--- src/rtl/instr_fetch_queue.sv ---
// Fetch stage in front of the instruction memory. It owns the PC, issues IM reads
// and queues the returned words in a 2-entry buffer for decode.
module instr_fetch_queue #(
  parameter int                ADDR_W   = 11,
  parameter logic [ADDR_W-1:0] RESET_PC = '0,
  parameter logic [3:0]        HLT_OP   = 4'hF
) (
  input  logic              clk,
  input  logic              rst_n,
  output logic [ADDR_W-1:0] im_addr,
  output logic              im_rd_en,
  input  logic [15:0]       im_instr,
  output logic              id_valid,
  input  logic              id_ready,
  output logic [15:0]       id_instr,
  output logic [ADDR_W-1:0] id_pc,
  output logic [ADDR_W-1:0] id_pc_inc,
  input  logic              br_taken,
  input  logic [ADDR_W-1:0] br_target,
  output logic              halted
);

  // state | meaning
  // RUN   | fetching from pc_q
  // HALT  | HLT pushed; no further fetches until reset
  typedef enum logic {RUN = 1'b0, HALT = 1'b1} state_t;

  localparam logic [ADDR_W-1:0] PC_ONE = {{(ADDR_W-1){1'b0}}, 1'b1};

  state_t            state_q, state_d;
  logic [ADDR_W-1:0] pc_q, pc_d;
  logic              reset_first_q, reset_first_d;
  logic [1:0]        count_q, count_d;
  logic              head_q, head_d;
  logic [15:0]       ent_instr_q [2];
  logic [15:0]       ent_instr_d [2];
  logic [ADDR_W-1:0] ent_pc_q    [2];
  logic [ADDR_W-1:0] ent_pc_d    [2];
  logic [ADDR_W-1:0] ent_inc_q   [2];
  logic [ADDR_W-1:0] ent_inc_d   [2];

  logic fetch_ok;
  logic push;
  logic pop;
  logic wr_idx;
  logic hlt_push;

  // FSM: state register
  always_ff @(posedge clk or negedge rst_n) begin
    if (!rst_n) state_q <= RUN;
    else        state_q <= state_d;
  end

  // FSM: next state
  always_comb begin
    state_d = state_q;
    case (state_q)
      RUN:     if (hlt_push) state_d = HALT;
      HALT:    state_d = HALT;
      default: state_d = RUN;
    endcase
  end

  // FSM: outputs
  always_comb begin
    fetch_ok = 1'b0;
    halted   = 1'b0;
    case (state_q)
      RUN:     fetch_ok = 1'b1;
      HALT:    halted   = 1'b1;
      default: fetch_ok = 1'b0;
    endcase
  end

  assign id_valid  = (count_q != 2'd0);
  assign pop       = id_valid & id_ready;
  assign im_rd_en  = fetch_ok & ~br_taken & ~reset_first_q & ((count_q < 2'd2) | pop);
  assign push      = im_rd_en;
  assign hlt_push  = push & (im_instr[15:12] == HLT_OP);
  // Tail slot is head+count mod 2; with count==2 and a pop it is the slot being freed.
  assign wr_idx    = head_q ^ count_q[0];
  assign im_addr   = pc_q;
  assign id_instr  = ent_instr_q[head_q];
  assign id_pc     = ent_pc_q[head_q];
  assign id_pc_inc = ent_inc_q[head_q];

  always_comb begin
    pc_d          = pc_q;
    reset_first_d = 1'b0;
    count_d       = count_q;
    head_d        = head_q;
    ent_instr_d   = ent_instr_q;
    ent_pc_d      = ent_pc_q;
    ent_inc_d     = ent_inc_q;
    if (br_taken) begin
      pc_d    = br_target;
      count_d = 2'd0;
    end else begin
      if (push) begin
        ent_instr_d[wr_idx] = im_instr;
        ent_pc_d[wr_idx]    = pc_q;
        ent_inc_d[wr_idx]   = pc_q + PC_ONE;
        pc_d                = pc_q + PC_ONE;
      end
      if (pop) head_d = ~head_q;
      if (push && !pop)      count_d = count_q + 2'd1;
      else if (pop && !push) count_d = count_q - 2'd1;
    end
  end

  always_ff @(posedge clk or negedge rst_n) begin
    if (!rst_n) begin
      pc_q          <= RESET_PC;
      reset_first_q <= 1'b1;
      count_q       <= 2'd0;
      head_q        <= 1'b0;
      for (int i = 0; i < 2; i++) begin
        ent_instr_q[i] <= '0;
        ent_pc_q[i]    <= '0;
        ent_inc_q[i]   <= '0;
      end
    end else begin
      pc_q          <= pc_d;
      reset_first_q <= reset_first_d;
      count_q       <= count_d;
      head_q        <= head_d;
      ent_instr_q   <= ent_instr_d;
      ent_pc_q      <= ent_pc_d;
      ent_inc_q     <= ent_inc_d;
    end
  end

endmodule

--- config.mk ---
export PLATFORM = sky130hd
export DESIGN_NAME = instr_fetch_queue
export DESIGN_NICKNAME = d
export VERILOG_FILES = /design/src/rtl/instr_fetch_queue.sv
export SDC_FILE = /design/constraint.sdc
export NUM_CORES = 1
export LEC_CHECK = 0
export CAP_MARGIN = 10
export CELL_PAD_IN_SITES_DETAIL_PLACEMENT = 0
export CELL_PAD_IN_SITES_GLOBAL_PLACEMENT = 1
export CORE_ASPECT_RATIO = 0.8
export CORE_MARGIN = 2
export CORE_UTILIZATION = 38
export CTS_CLUSTER_DIAMETER = 120
export DETAILED_ROUTE_END_ITERATION = 8
export GPL_TIMING_DRIVEN = 0
export PLACE_DENSITY = 0.78
export SETUP_SLACK_MARGIN = 0.15
export SLEW_MARGIN = 25
export SYNTH_ARGS = -nofsm -noshare
export SYNTH_HDL_FRONTEND = slang
export SYNTH_SLANG_ARGS = --single-unit
export TNS_END_PERCENT = 30
--- constraint.sdc ---
create_clock -name clk -period 1.8 [get_ports clk]
set_input_delay 0.36 -clock clk [delete_from_list [all_inputs] [get_ports clk]]
set_output_delay 0.36 -clock clk [all_outputs]
set_load 0.03 [all_outputs]
======== Word-level counts from Yosys, hierarchy flattened ========
Index checks and enable logic that the tools add are counted.
storage, ports and cells
  flip-flop bits (word level) ............. 92
  bits in latches ......................... 0
  RAM bits ................................ 0
  ROM bits ................................ 0
  input port bits ......................... 31
  word-level logic and storage cells ...... 67
  memories ................................ 0
operators by class
  add/subtract/negate cells ............... 3
  multipliers ............................. 0
  divide/modulo/power cells ............... 0
  order comparisons ....................... 4
  equality and inequality tests ........... 1
  shift-type cells ........................ 0
  multiplexer cells ....................... 25
  bitwise operators ....................... 13
  reduce and logical (&&, ||, !) cells .... 10
operators by type and width
  cell                                                                           count
  11-bit 2-to-1 mux                                                              9
  16-bit 2-to-1 mux                                                              4
  22-bit bitwise mux                                                             2
  32-bit bitwise mux                                                             1
  16-bit demux with 1-bit select                                                 1
  11-bit by 1-bit adder with 11-bit output (second input constant)               1
  11-bit demux with 1-bit select                                                 1
  2-bit 2-to-1 mux                                                               3
  1-bit bitwise AND                                                              5
  4-bit equality test (second input constant)                                    1
  2-bit greater-or-equal comparator (second input constant)                      2
  1-bit NOT                                                                      4
  1-bit NOT with 2-bit output                                                    2
  2-bit AND reduction                                                            2
  2-bit nonzero test                                                             2
  1-bit logical AND                                                              3
  1-bit 2-to-1 mux                                                               3
  3-bit nonzero test                                                             1
  2-bit by 1-bit adder with 2-bit output (second input constant)                 1
  1-bit zero test                                                                2
  2-bit by 1-bit less-than comparator with 1-bit output (second input constant)  1
  2-bit less-than comparator (second input constant)                             1
  1-bit case mux with 2 select lines                                             1
  2-bit by 1-bit subtractor with 2-bit output (second input constant)            1
  other kinds (2)                                                                2

======== Logic depth before layout (Yosys ltp) ========
Gate-level depths: netlist of the first run.
  depth after elaboration ................. 9
  gate-level depth with buffers ........... 7

======== Worst setup path before layout of the first run ========
No wires, ideal clock.
  path kind ............................... reg2reg
  start point ............................. register state_q
  end point ............................... register ent_instr_q[0] (netlist bit)
  data arrival time ....................... 1.743 ns
  required time ........................... 1.675 ns
  setup slack ............................. -0.067 ns
  stages on the path, launching flop included .. 6
  path buffers ............................ 2
  clock period less this slack ............ 1.867 ns
  cells stage by stage .................... dfrtp_1 > or2_0 > clkbuf_1 > nor4_4 > buf_4 > mux2_2
on the way
  longest elaborated chain between the ends .. 5
ends and longest elaborated chain
  what                                  RTL line  source
  start, declared                       30        state_t state_q, state_d;
  start signal, assigned                51        else state_q <= state_d;
  1-bit 2-to-1 mux                      68        case (state_q)
  1-bit bitwise AND (3 in a row)        77        assign im_rd_en = fetch_ok & ~br_taken & ~reset_first_q & ((count_q < 2'd2) | pop);
  2-bit AND reduction (no source line)  --
  end signal, assigned                  127       ent_instr_q <= ent_instr_d;
  end, declared                         35        logic [15:0] ent_instr_q [2];
No other way between the ends.
A chain may end at the register's enable or synchronous reset.

======== Worst setup path in the final report of the first run ========
  start point ............................. register head_q
  end point ............................... output id_instr[14]
on the way
  longest elaborated chain between the ends .. 4
ends and longest elaborated chain
  what                                                  RTL line  source
  start, declared                                       34        logic head_q, head_d;
  start signal, assigned                                116       head_q <= 1'b0;
  start signal, assigned                                126       head_q <= head_d;
  1-bit NOT with 2-bit output (not written as such)     83        assign id_instr = ent_instr_q[head_q];
  16-bit 2-to-1 mux (not written as such) (3 in a row)  83
  end, declared                                         15        output logic [15:0] id_instr,
No other way between the ends. The select of a mux whose other input is x is not followed.

==> metrics.yaml, run 1 <==
sta:
  finalWorstSetupSlack_ns: -0.0457
  clock_skew_ns: 0.00708
  worst_slew_pin_slew_ns: 0.590
  fin_crit_ns: 1.85
  setup_violations: 58
  fmax_mhz: 542
  hold_ws_ns: 0.422
  rsz0062_at_grt: "true"
  slew_violations: 0
  timing.slew.headroom_pct: 60.6
  fin_setup_tns_ns: -1.50
  hold_viol: 0
  period_share_pct: 103
job:
  drv_cap: 0
critical_path:
  path_max_fanout: 10
  crit_required_ns: 1.44
  arrival_ns: 1.49
  r2r-start: "head_q$_DFFE_PN0P_"
  crit_path_end_kind: "output pin"
  crit_type: "reg2out"
  crit_start: "head_q$_DFFE_PN0P_"
  rr_worst_depth: 5
  cp-start-kind: "flip-flop"
clock_network:
  cts-root-buf: "clkbuf_16"
  cts_sinks: 92
  h-tree-depth: 3
  clkTransAtPathRegs_ns: 0.06
  cts_tree: "built"
  clk_latency_ns: 0.34
  cts-buffers-inserted: 9
  clock_path_buffers: 2
grt:
  first_global_vias: 3231
  grt_pass1_wl_mm: 16.5
  gr-total-overflow: 0
  grt_start_max_net_pins: 52
  antenna_found_initial: 0
  gr-usage-all-layers_pct: 17.7
final_layout:
  layout-area-overhead-vs-synth_pct: 41.8
  fin_area_mm2: 0.00613
  fill_cells: 932
  drive_gt1_share_pct: 46.9
  diodes: 0
  nNetsFinal: 465
synth:
  yosys.cell_types.count: 38
  synth_top_family_by_area: "multiplexers"
  synth_cells: 333
  post_synth_and_or_nand_nor_area_fraction_pct: 7.59
  synth_warnings: 0
  synthFlopType: "dfrtp_1"
  yosysSeqAreaShare_pct: 53.3
  synth_edf_count: 0
  syn-num-nets: 365
  synth_xor_area_share_pct: 3.45
  syn_area_mm2: 0.00432
  ys_ff_latch: 92
  synth_compound_area_share_pct: 3.22
  synthArstFlopShare_pct: 100
  synth.avg_cell_area_um2: 13.0
  muxShareOfSynthArea_pct: 28.6
  synthAdderAreaFrac_pct: 0.290
route:
  drt_drc_violations_left: 0
  vias_per_cell: 5.18
  ant_nets: 0
  via_count: 3007
  wl_per_cell_um: 17.5
  drt_wl_total_mm: 10.2
  drt_pass1_iterations: 4
  first_iter_violations: 130
floorplanning:
  core_mm2: 0.0110
  placement_rows: 34
  die_h_um: 99.4
  start_util_pct: 39.4
  ios: 83
  die-area_mm2: 0.0122
  die_w_um: 123
status:
  violations: "setup timing"
  status: "finished with violations"
power_and_ir_drop:
  power_per_cell_area_mw_per_mm2: 1940
  power_leakage_nw: 2.69
  peakVddDrop_mv: 1.01
placed_design:
  hpwl_mm: 6.89
  port_buffers: 81
  pre_cts_slack_ns: -0.773
  place_area_mm2: 0.00534
  place_congestion: 0.789
min_path:
  hp-class: "in2reg"
  min_from: "br_taken"
  whs_path_depth: 2
==> registers in the layout, summed over array words and instances, names as in the netlist <==
register,count
count_q,2
ent_inc_q,22
ent_instr_q,32
ent_pc_q,22
head_q,1
im_addr,11
reset_first_q,1
state_q,1
==> layer usage <==
metal	wire length, µm	global-route usage (%)	up-vias
li1	-	-	1369
met1	4980	24.7	1542
met2	4650	27.7	83
met3	447	4.36	13
met4	115	4.46	0
met5	0	0	-
==> final cells by class <==
type | instances | area (µm²) | share of cell area (%)
plain buffers | 23 | 236 | 3.86
clock buffers | 14 | 274 | 4.47
clock inverters | 1 | 30.0 | 0.490
inverters | 7 | 26.3 | 0.429
multi-input cells | 211 | 2140 | 35.0
flip-flops and latches | 92 | 2310 | 37.7
well taps | 144 | 180 | 2.94
repair buffers | 89 | 926 | 15.1
==> stage by stage <==
step / utilization (%) / power [W] / instances
global placement: 48.4 / 0.00864 / 558
finish: 55.8 / 0.0119 / 581
CTS: 54.1 / 0.0115 / 580
global route: 55.8 / 0.0126 / 581
detailed placement: 48.7 / 0.00875 / 559
floorplan: - / 0.00682 / 333
==> critical path, stage by stage (launching register included) <==
cell     delay (ns)
dfrtp_1        0.38
buf_8          0.15
buf_12         0.15
mux2_4         0.32
buf_6          0.14
==> cells in the final DEF, fill, tap and decap left out, types with 8 or more instances in the layout <==
master            n
dfrtp_1          86
mux2_2           52
mux2_4           50
buf_6            45
clkdlybuf4s50_1  27
nand2_1          11
dlygate4sd2_1    11
nor2_1           10
buf_4             9
o21ai_0           9
clkbuf_16         9
xor2_1            8
xnor2_1           8
==> kinds of logic after synthesis <==
family,count (synthesis)
other,1
AND/OR/NAND/NOR,58
AO/OA/AOI/OAI,24
buffers and inverters,30
multiplexers,110
XOR/XNOR,17
flip-flops,92
adder cells (fa/ha/maj),1
==> path summary, 6_finish.rpt <==
check / slack, ns / end
worst min register to register: 0.49 / ent_inc_q[20]$_DFFE_PN0P_
max in group asynchronous: 0.71 / ent_instr_q[5]$_DFFE_PN0P_
worst max register to register: -0.03 / ent_inc_q[7]$_DFFE_PN0P_
worst min-delay path: 0.42 / im_addr[0]$_DFFE_PN0P_
worst max-delay path: -0.05 / id_instr[14]
min in group asynchronous: 0.51 / ent_pc_q[4]$_DFFE_PN0P_
==> timing repair <==
item	CTS	global route
setup endpoints to repair	135	121
hold endpoints to repair	40	0
resized for setup	354	54
setup buffers	5	1
hold buffers	1	0
pin swaps	5	2
==> cell usage after synthesis (2+ instances only) <==
| library cell | count | area share (%) |
|---|---|---|
| nor2_1 | 12 | 1.0 |
| and4_1 | 3 | 0.61 |
| buf_2 | 5 | 0.58 |
| inv_1 | 6 | 0.52 |
| mux2i_1 | 3 | 0.70 |
| nor4_1 | 2 | 0.29 |
| clkbuf_1 | 6 | 0.52 |
| nand4_1 | 4 | 0.58 |
| or3_1 | 2 | 0.29 |
| buf_1 | 4 | 0.35 |
| a31oi_1 | 4 | 0.58 |
| mux2_1 | 5 | 1.3 |
| or4_1 | 3 | 0.52 |
| o31ai_1 | 3 | 0.52 |
| nand2_1 | 13 | 1.1 |
| nand2b_1 | 2 | 0.29 |
| mux2_2 | 102 | 27 |
| nor3_1 | 4 | 0.46 |
| xnor2_1 | 9 | 1.8 |
| buf_4 | 8 | 1.4 |
| nand3_1 | 6 | 0.70 |
| o21ai_0 | 10 | 1.2 |
| xor2_1 | 8 | 1.6 |
| dfrtp_1 | 91 | 53 |
| a21oi_1 | 5 | 0.58 |
==> where the power goes <==
part           total, W  leakage (nW)  internal, W  switching [W]
registers       0.00348          1.08      0.00298       0.000503
clock network   0.00192         0.149      0.00118       0.000738
logic           0.00648          1.45      0.00349        0.00299
total            0.0119          2.69      0.00765        0.00423
(Power assumes the default switching activity.)
==> run 2, diff against run 1 <==
Settings changed: CORE_UTILIZATION 38 to 39, CTS_BUF_LIST set to sky130_fd_sc_hd__clkbuf_8, GPL_ROUTABILITY_DRIVEN set to 0, PLACE_DENSITY 0.78 to 0.8.
==> metrics.yaml, run 2 (synthesis gave the netlist of run 1 again) <==
grt:
  first_global_vias: 3135  # -3.0%
  gr-total-overflow: 0  # unchanged
  gr-usage-all-layers_pct: 18.2  # +0.54 points
  grt_start_max_net_pins: 57  # +9.6%
  antenna_found_initial: 0  # unchanged
  grt_pass1_wl_mm: 16.7  # +1.1%
final_layout:
  largestRegisters: "ent_instr_q: 32 flops, ent_inc_q: 22 flops, ent_pc_q: 22 flops"
  layout_common_cells: "86 x dfrtp_1, 52 x mux2_4, 50 x mux2_2, 45 x buf_6, 27 x clkdlybuf4s50_1"
  layout-area-overhead-vs-synth_pct: 40.4
  fill_cells: 922  # -1.1%
  fin_area_mm2: 0.00607  # -0.98%
  drive_gt1_share_pct: 48.3  # +1.4 points
  layout_commonest_cell: "dfrtp_1"
  largest_reg_flops: 32  # unchanged
  diodes: 0  # unchanged
  nNetsFinal: 466  # +0.22%
  top_register: "ent_instr_q"
sta:
  hold_viol: 0  # unchanged
  rsz0062_at_grt: "true"
  slew_violations: 0  # unchanged
  fmax_mhz: 512  # -5.5%
  clock_skew_ns: 0.0110  # +0.00394 ns
  setup_violations: 65  # +12%
  fin_crit_ns: 1.95  # +0.107 ns
  finalWorstSetupSlack_ns: -0.153  # -0.107 ns
  period_share_pct: 109  # +6.0 points
critical_path:
  arrival_ns: 1.59  # +0.10 ns
  crit_type: "reg2out"
  crit_path_end_kind: "output pin"
  cp-start-kind: "flip-flop"
  path_max_fanout: 7  # -3
  crit_required_ns: 1.44  # about the same
status:
  status: "finished with violations"
  violations: "setup timing"
clock_network:
  h-tree-depth: 3  # unchanged
  cts-buffers-inserted: 9  # unchanged
  cts_sinks: 92  # unchanged
  clock_path_buffers: 2  # unchanged
  clk_latency_ns: 0.37  # +0.03 ns
  cts-root-buf: "clkbuf_8"
  cts_tree: "built"
  clkTransAtPathRegs_ns: 0.09  # +0.03 ns
floorplanning:
  die_h_um: 98.1  # -1.2%
  core_mm2: 0.0108  # -1.2%
  ios: 83  # unchanged
  start_util_pct: 39.8  # +0.46 points
  die-area_mm2: 0.0119  # -2.5%
  die_w_um: 122  # -1.2%
  placement_rows: 34  # unchanged
power_and_ir_drop:
  switching_share_pct: 37.2  # +1.6 points
  power_per_cell_area_mw_per_mm2: 1910  # -1.6%
  clkPwrFrac_pct: 12.7  # -3.5 points
  peakVddDrop_mv: 1.15  # +14%
  p_switching_w: 0.00431  # +1.9%
  combPwrFrac_pct: 57.1  # +2.6 points
  power_leakage_nw: 2.66  # -0.81%
  p_int_w: 0.00727  # -5.0%
  sequentialPowerShare_pct: 30.2  # +0.9 points
placed_design:
  hpwl_mm: 7.06  # +2.5%
  place_area_mm2: 0.00534  # unchanged
  pre_cts_slack_ns: -0.756  # +0.0176 ns
  port_buffers: 81  # unchanged
route:
  vias_per_cell: 5.03  # -2.7%
  first_iter_violations: 92  # -29%
  via_count: 2935  # -2.4%
  ant_nets: 0  # unchanged
  drt_pass1_iterations: 4  # unchanged
  drt_drc_violations_left: 0  # unchanged
  wl_per_cell_um: 18.4  # +4.8%
  drt_wl_total_mm: 10.7  # +5.1%
min_path:
  hp-class: "in2reg"
job:
  drv_cap: 0  # unchanged
[run 2: final cells by class]
| type | instances | area, µm² | area share, % |
|---|---|---|---|
| clock buffer | 11 | 151 | 2.50 |
| inverter | 7 | 26.3 | 0.433 |
| sequential | 92 | 2310 | 38.1 |
| tap | 144 | 180 | 2.97 |
| clock inverter | 5 | 60.1 | 0.990 |
| buffer | 23 | 250 | 4.13 |
| multi-input combinational | 211 | 2130 | 35.0 |
| timing repair buffer | 90 | 962 | 15.9 |
[run 2: critical path, cell delays in order, from the launching register on]
cell and delay, ns:
dfrtp_1 0.41, buf_12 0.16, clkbuf_16 0.17, mux2_4 0.33, buf_6 0.15
[run 2: layer usage]
layer | GRT usage, % | vias up | wire (µm)
met3 | 5.90 | 13 | 665
met4 | 3.45 | 0 | 96
li1 | - | 1374 | -
met1 | 25.7 | 1470 | 5150
met5 | 0 | - | 0
met2 | 27.9 | 78 | 4800
[run 2: through the flow]
stage / instances / setup TNS, ns / power (W) / util [%] / hold slack [ns]
2_1_floorplan: 333 / -0.787 / 0.00682 / - / 0.0644
3_3_place_gp: 558 / -320.37 / 0.00865 / 49.0 / 0.464
3_5_place_dp: 559 / -53.40 / 0.00879 / 49.2 / 0.280
4_1_cts: 580 / -7.61 / 0.0107 / 53.0 / 0.379
5_1_grt: 583 / -10.46 / 0.0122 / 55.9 / 0.389
6_report: 583 / -5.28 / 0.0116 / 55.9 / 0.380
[run 2: path summary, 6_finish.rpt]
| kind | start | end | slack [ns] | cells past startpoint |
|---|---|---|---|---|
| min in group asynchronous | rst_n | ent_inc_q[8]$_DFFE_PN0P_ | 0.45 | 2 |
| min reg2reg | ent_inc_q[19]$_DFFE_PN0P_ | ent_inc_q[19]$_DFFE_PN0P_ | 0.50 | 1 |
| max in group asynchronous | rst_n | reset_first_q$_DFF_PN1_ | 0.72 | 3 |
| max | head_q$_DFFE_PN0P_ | id_pc[4] | -0.15 | 4 |
| min | br_taken | im_addr[1]$_DFFE_PN0P_ | 0.38 | 2 |
| max reg2reg | head_q$_DFFE_PN0P_ | ent_instr_q[3]$_DFFE_PN0P_ | -0.07 | 5 |
[run 2: what timing repair did]
| item | 4_1_cts | 5_1_grt |
|---|---|---|
| buffers inserted | 4 | 1 |
| endpoints found under the hold margin | 36 | 0 |
| gates resized for setup | 331 | 97 |
| pin swaps | 3 | 3 |
| endpoints found under the setup margin | 135 | 127 |
| gates cloned | 0 | 2 |
| hold buffers | 1 | 0 |
[run 2: power groups by stage]
stage          sequential [W]  clock, W  combinational [W]
5_1_grt               0.00362   0.00162            0.00696
3_3_place_gp          0.00339         0            0.00526
3_5_place_dp          0.00346         0            0.00533
2_1_floorplan         0.00338         0            0.00344
6_report              0.00349   0.00147            0.00662
4_1_cts               0.00344   0.00151            0.00577
